--- src/rtl/complex_div_arb_pkg.sv ---
// Shared types and constants for the complex divider arbiter slice.
package complex_div_arb_pkg;

    localparam int unsigned NUM_REQ_DEF = 4;
    localparam int unsigned FP_W        = 64;

    function automatic int unsigned id_width(input int unsigned n);
        return (n > 1) ? $clog2(n) : 1;
    endfunction

    localparam int unsigned ID_W_DEF = id_width(NUM_REQ_DEF);

    typedef logic [FP_W-1:0] operand_t;

    typedef struct packed {
        operand_t im;
        operand_t re;
    } result_t;

    // Bit-for-bit copy of fpnew_pkg::status_t so divider flags pass straight through.
    typedef struct packed {
        logic nv;
        logic dz;
        logic of;
        logic uf;
        logic nx;
    } status_t;

endpackage

--- src/rtl/complex_div_arb_id_fifo.sv ---
// In-order FIFO of requester IDs for operations in flight in the shared divider.
module complex_div_arb_id_fifo
    import complex_div_arb_pkg::*;
#(
    parameter int DEPTH  = 4,
    parameter int DATA_W = ID_W_DEF
) (
    input  logic                       clk_i,
    input  logic                       rst_i,
    input  logic                       flush_i,
    input  logic                       push_i,
    input  logic                       pop_i,
    input  logic [DATA_W-1:0]          data_i,
    output logic                       full_o,
    output logic                       empty_o,
    output logic [$clog2(DEPTH):0]     count_o,
    output logic [DATA_W-1:0]          head_o
);

    localparam int AW = $clog2(DEPTH);

    logic [DATA_W-1:0] mem [DEPTH];
    logic [AW-1:0]     wr_ptr;
    logic [AW-1:0]     rd_ptr;
    logic              do_push;
    logic              do_pop;

    assign full_o  = (count_o == (AW+1)'(DEPTH));
    assign empty_o = (count_o == '0);
    assign do_push = push_i & ~full_o & ~flush_i;
    assign do_pop  = pop_i & ~empty_o & ~flush_i;
    assign head_o  = mem[rd_ptr];

    // Pointers wrap naturally because DEPTH is a power of two.
    always_ff @(posedge clk_i or posedge rst_i) begin
        if (rst_i) begin
            wr_ptr  <= '0;
            rd_ptr  <= '0;
            count_o <= '0;
        end else if (flush_i) begin
            wr_ptr  <= '0;
            rd_ptr  <= '0;
            count_o <= '0;
        end else begin
            if (do_push) wr_ptr <= wr_ptr + AW'(1);
            if (do_pop)  rd_ptr <= rd_ptr + AW'(1);
            case ({do_push, do_pop})
                2'b10:   count_o <= count_o + (AW+1)'(1);
                2'b01:   count_o <= count_o - (AW+1)'(1);
                default: count_o <= count_o;
            endcase
        end
    end

    always_ff @(posedge clk_i) begin
        if (do_push) mem[wr_ptr] <= data_i;
    end

endmodule

--- src/rtl/complex_div_arbiter.sv ---
// Round-robin sharing of one complex divider among NUM_REQ requesters.
// Optional perf counters: define COMPLEX_DIV_ARB_PERF_EN.
module complex_div_arbiter
    import complex_div_arb_pkg::*;
#(
    parameter int NUM_REQ         = NUM_REQ_DEF,
    parameter int NUM_OPERANDS    = 4,
    parameter int WIDTH           = FP_W,
    parameter int MAX_OUTSTANDING = 4
) (
    input  logic                                        clk_i,
    input  logic                                        rst_i,
    input  logic                                        flush_i,
    input  logic [NUM_REQ-1:0]                          req_valid_i,
    output logic [NUM_REQ-1:0]                          req_ready_o,
    input  logic [NUM_REQ-1:0][NUM_OPERANDS-1:0][WIDTH-1:0] req_operands_i,
    output logic [NUM_REQ-1:0]                          rsp_valid_o,
    input  logic [NUM_REQ-1:0]                          rsp_ready_i,
    output logic [2*WIDTH-1:0]                          rsp_result_o,
    output status_t                                     rsp_status_o,
    output logic                                        div_in_valid_o,
    input  logic                                        div_in_ready_i,
    output logic [NUM_OPERANDS-1:0][WIDTH-1:0]          div_operands_o,
    output logic                                        div_flush_o,
    input  logic [2*WIDTH-1:0]                          div_result_i,
    input  status_t                                     div_status_i,
    input  logic                                        div_out_valid_i,
    output logic                                        div_out_ready_o,
    output logic                                        busy_o,
    output logic                                        err_o
`ifdef COMPLEX_DIV_ARB_PERF_EN
    ,
    output logic [NUM_REQ-1:0][31:0]                    perf_grant_cnt_o,
    output logic [31:0]                                 perf_stall_cnt_o
`endif
);

    localparam int ID_W  = id_width(NUM_REQ);
    localparam int CNT_W = $clog2(MAX_OUTSTANDING) + 1;

    logic [ID_W-1:0]  rr_ptr;
    logic [ID_W-1:0]  grant_id;
    logic [ID_W-1:0]  head_id;
    logic [ID_W:0]    idx;
    logic             grant_vld;
    logic             issue;
    logic             pop;
    logic             drop;
    logic             fifo_full;
    logic             fifo_empty;
    logic [CNT_W-1:0] fifo_count;

    // First valid requester at or after the round-robin pointer.
    always_comb begin
        grant_vld = 1'b0;
        grant_id  = '0;
        idx       = '0;
        for (int k = 0; k < NUM_REQ; k++) begin
            idx = {1'b0, rr_ptr} + (ID_W+1)'(k);
            if (idx >= (ID_W+1)'(NUM_REQ)) idx = idx - (ID_W+1)'(NUM_REQ);
            if (!grant_vld && req_valid_i[idx[ID_W-1:0]]) begin
                grant_vld = 1'b1;
                grant_id  = idx[ID_W-1:0];
            end
        end
        if (fifo_full || flush_i) grant_vld = 1'b0;
    end

    always_comb begin
        req_ready_o    = '0;
        div_operands_o = '0;
        if (grant_vld) begin
            req_ready_o[grant_id] = div_in_ready_i;
            div_operands_o        = req_operands_i[grant_id];
        end
    end

    assign div_in_valid_o = grant_vld;
    assign issue          = grant_vld & div_in_ready_i;
    assign div_flush_o    = flush_i;

    always_ff @(posedge clk_i or posedge rst_i) begin
        if (rst_i) begin
            rr_ptr <= '0;
        end else if (issue) begin
            rr_ptr <= (grant_id == ID_W'(NUM_REQ-1)) ? '0 : grant_id + ID_W'(1);
        end
    end

    // Orphan responses (empty FIFO or flush cycle) are accepted and discarded.
    assign drop            = fifo_empty | flush_i;
    assign div_out_ready_o = drop ? div_out_valid_i : rsp_ready_i[head_id];
    assign pop             = div_out_valid_i & div_out_ready_o & ~drop;
    assign rsp_result_o    = div_out_valid_i ? div_result_i : '0;
    assign rsp_status_o    = div_out_valid_i ? div_status_i : '0;
    assign busy_o          = (fifo_count != '0);

    always_comb begin
        rsp_valid_o = '0;
        if (!drop) rsp_valid_o[head_id] = div_out_valid_i;
    end

    always_ff @(posedge clk_i or posedge rst_i) begin
        if (rst_i) begin
            err_o <= 1'b0;
        end else if (div_out_valid_i && fifo_empty && !flush_i) begin
            err_o <= 1'b1;
        end
    end

    complex_div_arb_id_fifo #(
        .DEPTH  (MAX_OUTSTANDING),
        .DATA_W (ID_W)
    ) u_id_fifo (
        .clk_i   (clk_i),
        .rst_i   (rst_i),
        .flush_i (flush_i),
        .push_i  (issue),
        .pop_i   (pop),
        .data_i  (grant_id),
        .full_o  (fifo_full),
        .empty_o (fifo_empty),
        .count_o (fifo_count),
        .head_o  (head_id)
    );

`ifdef COMPLEX_DIV_ARB_PERF_EN
    logic stall;
    assign stall = (|req_valid_i) & ~issue;

    always_ff @(posedge clk_i or posedge rst_i) begin
        if (rst_i) begin
            perf_grant_cnt_o <= '0;
            perf_stall_cnt_o <= '0;
        end else begin
            for (int r = 0; r < NUM_REQ; r++) begin
                if (issue && grant_id == ID_W'(r) && perf_grant_cnt_o[r] != '1)
                    perf_grant_cnt_o[r] <= perf_grant_cnt_o[r] + 32'd1;
            end
            if (stall && perf_stall_cnt_o != '1)
                perf_stall_cnt_o <= perf_stall_cnt_o + 32'd1;
        end
    end
`else
    // Default build carries no performance counters.
`endif

endmodule
--- config.mk ---
export PLATFORM = sky130hd
export DESIGN_NAME = complex_div_arbiter
export DESIGN_NICKNAME = d
export VERILOG_FILES = /design/src/rtl/complex_div_arb_pkg.sv /design/src/rtl/complex_div_arb_id_fifo.sv /design/src/rtl/complex_div_arbiter.sv
export SDC_FILE = /design/constraint.sdc
export NUM_CORES = 1
export LEC_CHECK = 0
export BUFFER_PORTS_ARGS = -buffer_cell sky130_fd_sc_hd__buf_4
export CAP_MARGIN = 10
export CORE_AREA = 2 2 621 623
export DETAILED_ROUTE_END_ITERATION = 6
export DIE_AREA = 0 0 623 625
export GPL_TIMING_DRIVEN = 1
export HOLD_SLACK_MARGIN = 0.02
export SETUP_SLACK_MARGIN = 0.05
export SLEW_MARGIN = 15
export SYNTH_ARGS = -nofsm -noshare
export SYNTH_HDL_FRONTEND = slang
export SYNTH_SLANG_ARGS = --single-unit
--- constraint.sdc ---
create_clock -name clk_i -period 2.6 [get_ports clk_i]
set_clock_uncertainty 0.15 [all_clocks]
set_input_delay 0.39 -clock clk_i [delete_from_list [all_inputs] [get_ports clk_i]]
set_output_delay 0.39 -clock clk_i [all_outputs]
set_load 0.02 [all_outputs]
==> results.cfg <==
[drt]
via_count = 28500
drtIter0Drc = 3103
drc = 273
first_pass_iters = 7
wl_met3_um = 68500
ant_nets = 0
wl_um = 407000
maxUsedRoutingLayer = met5
wl_met1_um = 142000
wire_per_inst_um = 45.9
routed-wl-met2_um = 175000
vias_per_cell = 3.22

[min_path]
min_from = err_o$_DFFE_PP0P_
hold_depth = 1
hold_path_class = reg2reg
holdPathEnd = err_o$_DFFE_PP0P_

[placement]
gp_congestion = 1.07
hpwlAfterDp_um = 377000
place_ws_ps = -964
dp.cells = 8672
post_dp_cell_area_um2 = 33200
numPortBuffers = 1571

[global_route]
antenna_found_initial = 658
grt_pass1_wl_um = 455000
grt_pass1_vias = 24000
grt_usage_pct = 19.8
grt_max_degree = 135
overflow = 0

[timing]
period_share_pct = 130
min_period_ps = 3390
final-setup-viol-count = 263
setup_slack_ps = -785
rsz0062_at_grt = yes
maxSlewHeadroom_pct = 52.7
tightest_slew_ps = 710
hold_viol = 0
whs_ps = 340
slew_viol_final = 0
timing.fmax_mhz = 295

[worst_setup_path]
path_max_fanout = 9
criticalPathCategory = reg2out
startpoint_type = register
worstPathArrival_ps = 2850
path_delay_family = compound AO/OA/AOI/OAI gates
critPathRequiredTime_ps = 2060
critPathBufInv = 5
r2r_start = u_id_fifo.rd_ptr[0]$_DFFE_PP0P_
crit_chain = a21oi_2 > o21ai_4 > a21oi_4 > inv_8 > buf_16 > buf_12 > buf_16 > nand2_2 > a311oi_4 > buf_6
r2r_cells = 9
cp_slowest_stage_delay_ps = 470
slowest_stage = o21ai_4
r2r_setup_slack_ps = -280
crit_top_cell = buf_16
end_kind = output port
rr_endpoint = u_id_fifo.count_o[2]$_DFFE_PP0P_

[cells_and_area]
syn_to_final_growth_pct = 212
fin_cells = 8856
drive_gt1_share_pct = 64.1
num-fill-cells = 44600
finalInstanceArea_um2 = 37300
multiInputGateArea_um2 = 12600
fin_nets = 4852
regArea_um2 = 490

[die]
initial_core_util_pct = 3.12
rows = 228
die_y_um = 625
ios = 1572
die_w_um = 623
die-area_um2 = 389000
core_area_um2 = 384000

[yosys]
synth_most_common_cell = nand2_1
synthTopCellsByCount = nand2_1 (516), a211oi_1 (512), inv_1 (266)
synth_warnings = 0
synth.distinct_cells = 40
ys.flop_type = dfrtp_1
yosysSeqAreaShare_pct = 4.10
synth_enable_flop_cells = 8
yosys-top-cells-area = a211oi_1 (32%), a311oi_1 (19%), nand2_1 (16%)
synthesis.instances = 2047
synth.largest_area_cell = a211oi_1
synth_area_um2 = 12000
synth_top_area_share_pct = 32.1
avgSynthCellArea_um2 = 5.85
ys_ff_latch = 18
synthArstFlopShare_pct = 55.6
syn_nets = 3226

[clock_network]
cts.sinks = 18
clkTransAtPathRegs_ps = 50
insertion_delay_ps = 250
cts_buffers = 3
clockRootBuffer = clkbuf_16
cts_tree = done
cts.path.max_buffers = 2
cts_htree_levels = 1

[power_and_ir_drop]
pwr-share-seq_pct = 1.4
combinationalPowerShare_pct = 97.5
p_leak_nw = 15.0
switchingPower_mw = 16.6
switching_share_pct = 59.9
power.internal_mw = 11.1
pwr-share-clk_pct = 1.1
p_per_area_nw_per_um2 = 744
vdd_ir_drop_max_mv = 0.442
power_mw = 27.8

[run_status]
violations = DRC, setup timing
status = complete, but fails checks

[flow_run]
drv_cap = 0
-- logic make-up (layout without fill, tap and decap cells) --
family	Yosys count	count (layout)	share of synthesized area [%]
DFF	18	18	4.10
muxes	9	9	1.01
xor gates and xnor gates	3	3	0.282
buffers and inverters	541	2166	17.1
AOI/OAI and AO/OA	786	786	51.8
and+or+nand+nor	681	681	24.6
other	0	124	0
adders and majority gates	9	9	1.00
-- stage by stage --
step                util (%)  TNS (ps)
finish                  9.73   -164760
global placement        8.64   -146590
detailed placement      8.64   -149870
floorplan                  -    -20650
CTS                     9.19   -165550
global route            9.67   -174760
-- how the worst max path moves through the flow --
stage               depth (start not counted)                   to                  start  slack [ps]
finish                                     10  div_operands_o[131]  rr_ptr[1]$_DFFE_PP0N_        -790
global route                               10  div_operands_o[131]  rr_ptr[1]$_DFFE_PP0N_        -780
floorplan                                   8  div_operands_o[233]  rr_ptr[0]$_DFFE_PP0N_        -140
global placement                            9   div_operands_o[81]         req_valid_i[0]        -940
CTS                                        12   div_operands_o[54]  rr_ptr[0]$_DFFE_PP0N_        -730
detailed placement                          9   div_operands_o[81]         req_valid_i[0]        -960
-- area by class of cell --
class	count	share of cell area (%)
antenna	124	0.832
clock buffer	3	0.201
clock inverter	1	0.0101
inverter	268	2.74
multi-input combinational	1488	33.7
sequential	18	1.31
tap	5060	17.0
timing repair buffer	1894	44.3
-- cells in the final DEF, fill, tap and decap left out, types with 9 or more instances in the layout --
cell,synthesis,layout
a211oi_1,512,365
a211oi_2,0,116
a211oi_4,0,31
a311oi_1,256,56
a311oi_2,0,161
a311oi_4,0,39
and2_1,133,133
and3_1,9,9
buf_12,0,83
buf_16,0,29
buf_4,1,1662
buf_6,0,94
buf_8,0,12
clkbuf_16,0,13
dfrtp_1,10,10
diode_2,0,124
inv_1,266,266
nand2_1,516,426
nand2_2,0,54
nand2_4,0,35
nor2_1,9,9
-- power by group through the flow --
| stage | logic (mW) | registers (mW) | clock network [mW] |
|---|---|---|---|
| final | 27.1 | 0.388 | 0.310 |
| after CTS | 25.5 | 0.387 | 0.314 |
| after detailed placement | 22.8 | 0.390 | 0 |
| after global placement | 22.6 | 0.388 | 0 |
| after floorplan | 9.32 | 0.405 | 0 |
| after global routing | 28.0 | 0.392 | 0.322 |
-- registers in the layout, indices dropped and copies added, names as in the netlist --
name,cells
u_id_fifo.wr_ptr,2
u_id_fifo.mem,8
u_id_fifo.count_o,3
u_id_fifo.rd_ptr,2
err_o,1
rr_ptr,2
-- per-layer routing --
layer	global-route usage (%)	vias up
li1	-	10900
met1	20.6	13000
met2	31.2	2851
met3	15.0	1318
met4	5.09	388
met5	0.395	-
-- repair_timing --
item | CTS | global route
endpoints found under the setup margin | 263 | 265
pin swaps | 76 | 74
gates cloned | 21 | 10
hold endpoints to repair | 2 | 0
buffers inserted | 28 | 6
hold buffers | 1 | 0
gates resized for setup | 279 | 302
(Power assumes the default switching activity.)
